[src/rtl/call_stack.sv]
// Return-address stack feeding the program counter: circular register file with a
// combinational top-of-stack read, saturating occupancy count and sticky error flags.
module call_stack #(
    parameter int DEPTH = 16,   // power of two, 2..64
    parameter int AW    = 16
) (
    input  logic                       CLK,
    input  logic                       RST,
    input  logic                       push,
    input  logic                       pop,
    input  logic [AW-1:0]              RetAddr,
    input  logic                       clr_err,
    output logic [AW-1:0]              DoST,
    output logic                       empty,
    output logic                       full,
    output logic [$clog2(DEPTH):0]     count,
    output logic                       overflow,
    output logic                       underflow
);

    localparam int SPW = $clog2(DEPTH);
    localparam int CW  = SPW + 1;

    logic [AW-1:0]  r_mem [DEPTH];
    logic [SPW-1:0] r_sp;
    logic [CW-1:0]  r_count;
    logic           r_overflow;
    logic           r_underflow;

    logic           w_empty;
    logic           w_full;
    logic [SPW-1:0] w_top_idx;
    logic           w_do_push;
    logic           w_do_pop;
    logic           w_replace;
    logic           w_wr_en;
    logic [SPW-1:0] w_wr_idx;
    logic           w_ovf_evt;
    logic           w_unf_evt;

    assign w_empty   = (r_count == '0);
    assign w_full    = (r_count == CW'(DEPTH));
    assign w_top_idx = r_sp - SPW'(1);

    // Push+pop on a non-empty stack is a tail call (replace top); on an empty
    // stack it degenerates to a plain push with no underflow.
    assign w_replace = push & pop & ~w_empty;
    assign w_do_push = push & ~w_replace;
    assign w_do_pop  = pop & ~push & ~w_empty;
    assign w_wr_en   = w_do_push | w_replace;
    assign w_wr_idx  = w_replace ? w_top_idx : r_sp;
    assign w_ovf_evt = w_do_push & w_full;
    assign w_unf_evt = pop & ~push & w_empty;

    // Storage carries no reset; contents are irrelevant while count is zero.
    always_ff @(posedge CLK) begin
        if (!RST && w_wr_en) begin
            r_mem[w_wr_idx] <= RetAddr;
        end
    end

    always_ff @(posedge CLK) begin
        if (RST) begin
            r_sp        <= '0;
            r_count     <= '0;
            r_overflow  <= 1'b0;
            r_underflow <= 1'b0;
        end else begin
            if (w_do_push) begin
                r_sp <= r_sp + SPW'(1);
                if (!w_full) begin
                    r_count <= r_count + CW'(1);
                end
            end else if (w_do_pop) begin
                r_sp    <= r_sp - SPW'(1);
                r_count <= r_count - CW'(1);
            end

            // A new error event beats a simultaneous clear.
            if (w_ovf_evt) begin
                r_overflow <= 1'b1;
            end else if (clr_err) begin
                r_overflow <= 1'b0;
            end

            if (w_unf_evt) begin
                r_underflow <= 1'b1;
            end else if (clr_err) begin
                r_underflow <= 1'b0;
            end
        end
    end

    assign DoST      = w_empty ? '0 : r_mem[w_top_idx];
    assign empty     = w_empty;
    assign full      = w_full;
    assign count     = r_count;
    assign overflow  = r_overflow;
    assign underflow = r_underflow;

endmodule
[config.mk]
export PLATFORM = sky130hd
export DESIGN_NAME = call_stack
export DESIGN_NICKNAME = d
export VERILOG_FILES = /design/src/rtl/call_stack.sv
export SDC_FILE = /design/constraint.sdc
export NUM_CORES = 1
export LEC_CHECK = 0
export CAP_MARGIN = 40
export CORE_AREA = 2 2 138 140
export CTS_CLUSTER_DIAMETER = 30
export DETAILED_ROUTE_END_ITERATION = 8
export DIE_AREA = 0 0 140 142
export HOLD_SLACK_MARGIN = 0.12
export PLACE_DENSITY_LB_ADDON = 0.3
export SLEW_MARGIN = 10
export SYNTH_ARGS = -nofsm -noshare
export SYNTH_HDL_FRONTEND = slang
export SYNTH_SLANG_ARGS = --single-unit
[constraint.sdc]
create_clock -name CLK -period 9.3 [get_ports CLK]
set_input_delay 1.395 -clock CLK [delete_from_list [all_inputs] [get_ports CLK]]
set_output_delay 1.395 -clock CLK [all_outputs]
set_load 0.05 [all_outputs]
==> qor.csv, run 1 <==
metric;value;unit
worst_slack;3440;ps
yosysSeqAreaShare;0.731;
synth_ff_type;edfxtp_1;
num_io_pins;46;
drt_pass1_iterations;7;
antenna_found_initial;0;
slew_headroom;0.387;
crit_path_end;DoST[0];
cts-resized-gates;0;
drtIter0Drc;848;
grt_pass1_vias;6852;
fin_util;0.713;
pre_cts_slack;4140;ps
synthCells;748;
hold_violations;0;
grt_pass1_wl;38600;um
cts_made_buffers;44;
place_congestion;0.833;
nets;849;
fmax;0.171;GHz
finalWirelength;24900;um
reg2reg_depth;9;
tightest_slew;920;ps
drv_slew;0;
postCtsSetupBuffers;0;
arrival;4460;ps
die_y;142;um
finalCriticalPeriod;5860;ps
grt_usage;0.257;
cap_violations;0;
path_clk_slew;50;ps
hp-class;reg2reg;
syn_avg_cell_area;14.5;sq um
synth_edf_count;256;
ff2ff_setup_slack;5500;ps
fin_skew;14.7;ps
num_antenna_cells;0;
drive_gt1_frac;0.162;
critical_path.max_fanout;19;
core;0.0185;sq mm
synth_async_sr_flop_share;0;
cp.required;7910;ps
rsz0062_at_grt;false;
syn_to_final_growth;21.5;%
synthesis.area;0.0108;sq mm
end_kind;output pin;
final_common_cell;edfxtp_1;
cts_tree;built;
hold_buffers;0;
drt.antenna.violating_nets;0;
critPathKind;reg2out;
synth.ff_latch_count;267;
setup.worst_path.start;r_sp[1];
start_kind;flip-flop;
timing.rr.start;r_sp[1];
finalSetupViolCount;0;
tns;0;ps
yosys_warnings;0;
h-tree-depth;2;
layout_common_cells;edfxtp_1, nand2_1, a21oi_1;
grt_start_max_net_pins;81;
fp-row-count;50;
vias;6730;
synth.distinct_cells;44;
chipWidth;140;um
filler_cell_count;1073;
clkLatencyLatePin;530;ps
timing.rr.end;r_mem[8][1];
holdWs;493;ps
die_area;0.0199;sq mm
initial_utilization;0.586;
gr-total-overflow;0;
root_buffer;clkbuf_16;
timing.final.crit_share;0.630;
outcome;finished clean;
syn_nets;775;
io_buffers;45;
hpwl;13800;um
cts.sinks;267;
avgRoutedWirePerCell;22.8;um
viasPerCell;6.16;
clockBufferDepth;3;
drc_errors;0;
## worst min-delay path by stage
stage,end,startpoint,slack [ps],cells past startpoint
2_1_floorplan,r_sp[1],r_sp[1],520,2
3_3_place_gp,overflow,overflow,470,2
3_5_place_dp,overflow,overflow,490,2
4_1_cts,overflow,overflow,500,2
5_1_grt,overflow,overflow,520,2
6_report,overflow,overflow,490,2
## sequential cells by signal, indices dropped and copies added (netlist names)
name and cells:
r_mem 256, overflow 1, count 5, r_sp 4, underflow 1
## cells by family after synthesis
group | share of synthesized area
AO/OA/AOI/OAI | 0.0587
XOR/XNOR | 0.00891
adder cells (fa/ha/maj) | 0.00694
buffers and inverters | 0.0167
flip-flops | 0.731
multiplexers | 0.0753
AND/OR/NAND/NOR | 0.103
## per-stage QoR
step,instances,cell area (sq um)
2_1_floorplan,748,10800
3_3_place_gp,1009,11600
3_5_place_dp,1010,11600
4_1_cts,1092,13200
5_1_grt,1092,13200
6_report,1092,13200
## layout make-up
class | count | area [sq um] | area share
clock buffers | 48 | 1120 | 0.0849
clock inverters | 34 | 409 | 0.0311
inverters | 4 | 15.0 | 0.00114
multi-input cells | 437 | 2770 | 0.210
flip-flops and latches | 267 | 7910 | 0.601
well taps | 234 | 293 | 0.0223
repair buffers | 68 | 643 | 0.0489
## worst max-delay path, cell delays in order, from the launching register on
cell             delay (ps)
dfxtp_1                 460
inv_1                   130
ha_1                    510
buf_16                  210
buf_4                   270
nand2b_1                720
a21oi_1                 100
nor4_1                  600
a21oi_1                 190
clkdlybuf4s50_1         730
## cell usage after synthesis, types with 9 or more instances
master,n,share of area
nor4_1,16,0.0093
o21ai_0,17,0.0079
nand2_1,196,0.068
edfxtp_1,256,0.71
xnor2_1,9,0.0073
a21oi_1,85,0.039
mux4_2,32,0.067
dfxtp_1,11,0.020
clkbuf_1,32,0.011
nor2_1,25,0.0087
## per-layer routing
| layer | global-route usage | routed length, um |
|---|---|---|
| met3 | 0.0491 | 2030 |
| met4 | 0.0904 | 512 |
| met2 | 0.438 | 12800 |
| met1 | 0.338 | 9600 |
| met5 | 0 | 0 |
Power of run 1 is not shown: default switching activity piles up to over one toggle a cycle in this logic, so the estimate is an artifact.
==> run 2, diff against run 1 <==
- clock period: 9.3 -> 5.8 ns (I/O delays scaled with it)
==> run 2 against run 1 <==
  * The flow now finishes with violations (design-rule violations)
  * Non-clock buffer count unchanged
  * Count of clock-buffer cells in the layout is the same
  * Critical path depth decreased by 2
  * Setup slack got worse by 2700 ps
  * Final area fell by 1.1%
  * Die area is the same
  * Utilization shrank 0.77 points
  * Flip-flop and latch count is the same
  * Critical endpoint is now DoST[11]
  * Largest cell class unchanged
==> qor.csv, run 2 (synthesized netlist as in run 1, its figures left out) <==
metric;value;unit
outcome;finished with violations;
violations;design-rule violations;
num_io_pins;46;
critPathKind;reg2out;
gr-total-overflow;0;
fp-row-count;50;
root_buffer;clkbuf_16;
avgRoutedWirePerCell;22.8;um
timing.rr.end;r_mem[8][1];
die_y;142;um
timing.final.crit_share;0.864;
final_common_cell;edfxtp_1;
chipWidth;140;um
ff2ff_setup_slack;2080;ps
cts-resized-gates;0;
slowest_stage;clkdlybuf4s50_1;
drive_gt1_frac;0.154;
clkLatencyLatePin;520;ps
drt.antenna.violating_nets;0;
cp.required;4930;ps
start_kind;flip-flop;
final-seq-area;0.00791;sq mm
regMostFlops;r_mem;
drt_pass1_iterations;7;
filler_cell_count;1105;
cp.buffers_inverters;2;
finalSetupViolCount;0;
hp-class;reg2reg;
fin_skew;13.9;ps
cp_cell_sequence;inv_1 > ha_1 > nand2b_1 > a21oi_1 > nor4_1 > a21oi_1 > clkdlybuf4s50_1;
antenna_found_initial;0;
cpMostUsedCell;a21oi_1;
tightest_slew;869;ps
syn_to_final_growth;20.2;%
initial_utilization;0.586;
drtIter0Drc;767;
slowest_delay;740;ps
end_kind;output pin;
die_area;0.0199;sq mm
reg2reg_depth;7;
h-tree-depth;2;
hpwl;14000;um
cts.sinks;267;
tns;0;ps
hold_start;overflow;
critPathTopFamily;simple AND/OR/NAND/NOR gates;
largest_reg_flops;256;
drc_errors;1;
rsz0062_at_grt;false;
clockBufferDepth;3;
timing.rr.start;r_sp[1];
nets;847;
postCtsSetupBuffers;0;
slew_headroom;0.420;
finalCriticalPeriod;5010;ps
drv_slew;0;
whs_path_depth;2;
grt_start_max_net_pins;76;
critical_path.max_fanout;17;
num_antenna_cells;0;
arrival;4140;ps
grt_usage;0.257;
hold_end;overflow;
place_congestion;0.851;
multi_input_area;0.00277;sq mm
fmax;0.200;GHz
finalWirelength;24700;um
hold_buffers;0;
vias;6671;
grt_pass1_vias;6850;
path_depth;7;
path_clk_slew;50;ps
core;0.0185;sq mm
grt_pass1_wl;38700;um
cts_made_buffers;42;
viasPerCell;6.16;
io_buffers;45;
cap_violations;0;
hold_violations;0;
cts_tree;built;
layout_common_cells;edfxtp_1, nand2_1, a21oi_1;
[run 2: through the flow]
step | cells | setup WS, ps | hold WS, ps | area (sq um) | utilization
3_3_place_gp | 1010 | 1510 | 472 | 11600 | 0.630
6_report | 1083 | 791 | 515 | 13000 | 0.705
2_1_floorplan | 748 | 2070 | 523 | 10800 | -
3_5_place_dp | 1010 | 1390 | 497 | 11600 | 0.630
4_1_cts | 1083 | 798 | 508 | 13000 | 0.705
5_1_grt | 1083 | 630 | 549 | 13000 | 0.705
[run 2: worst reg2reg max path: stages (launching register included)]
cell and delay [ps]:
dfxtp_1 450, inv_1 120, ha_1 730, nand2_1 640
mux2i_1 460, nand2_1 140, nor2_1 520, buf_4 350
[run 2: worst max path at each step]
stage / end / start
detailed placement: DoST[11] / r_sp[1]
CTS: DoST[11] / r_sp[1]
finish: DoST[11] / r_sp[1]
global route: DoST[11] / r_sp[1]
global placement: DoST[11] / r_sp[1]
floorplan: DoST[13] / r_sp[0]
[run 2: layer usage]
metal	GRT usage	vias up	share of wire
met4	0.0872	0	0.023
li1	-	2929	-
met5	0	-	0
met1	0.354	3389	0.40
met2	0.426	294	0.50
met3	0.0454	59	0.068
[run 2: cell type report]
| type | count | share of cell area |
|---|---|---|
| clock inverter | 25 | 0.0218 |
| inverter | 4 | 0.00115 |
| clock buffer | 48 | 0.0842 |
| sequential | 267 | 0.608 |
| multi-input combinational | 437 | 0.213 |
| tap | 234 | 0.0225 |
| timing repair buffer | 68 | 0.0498 |
Power of run 2 is left out for the same reason.
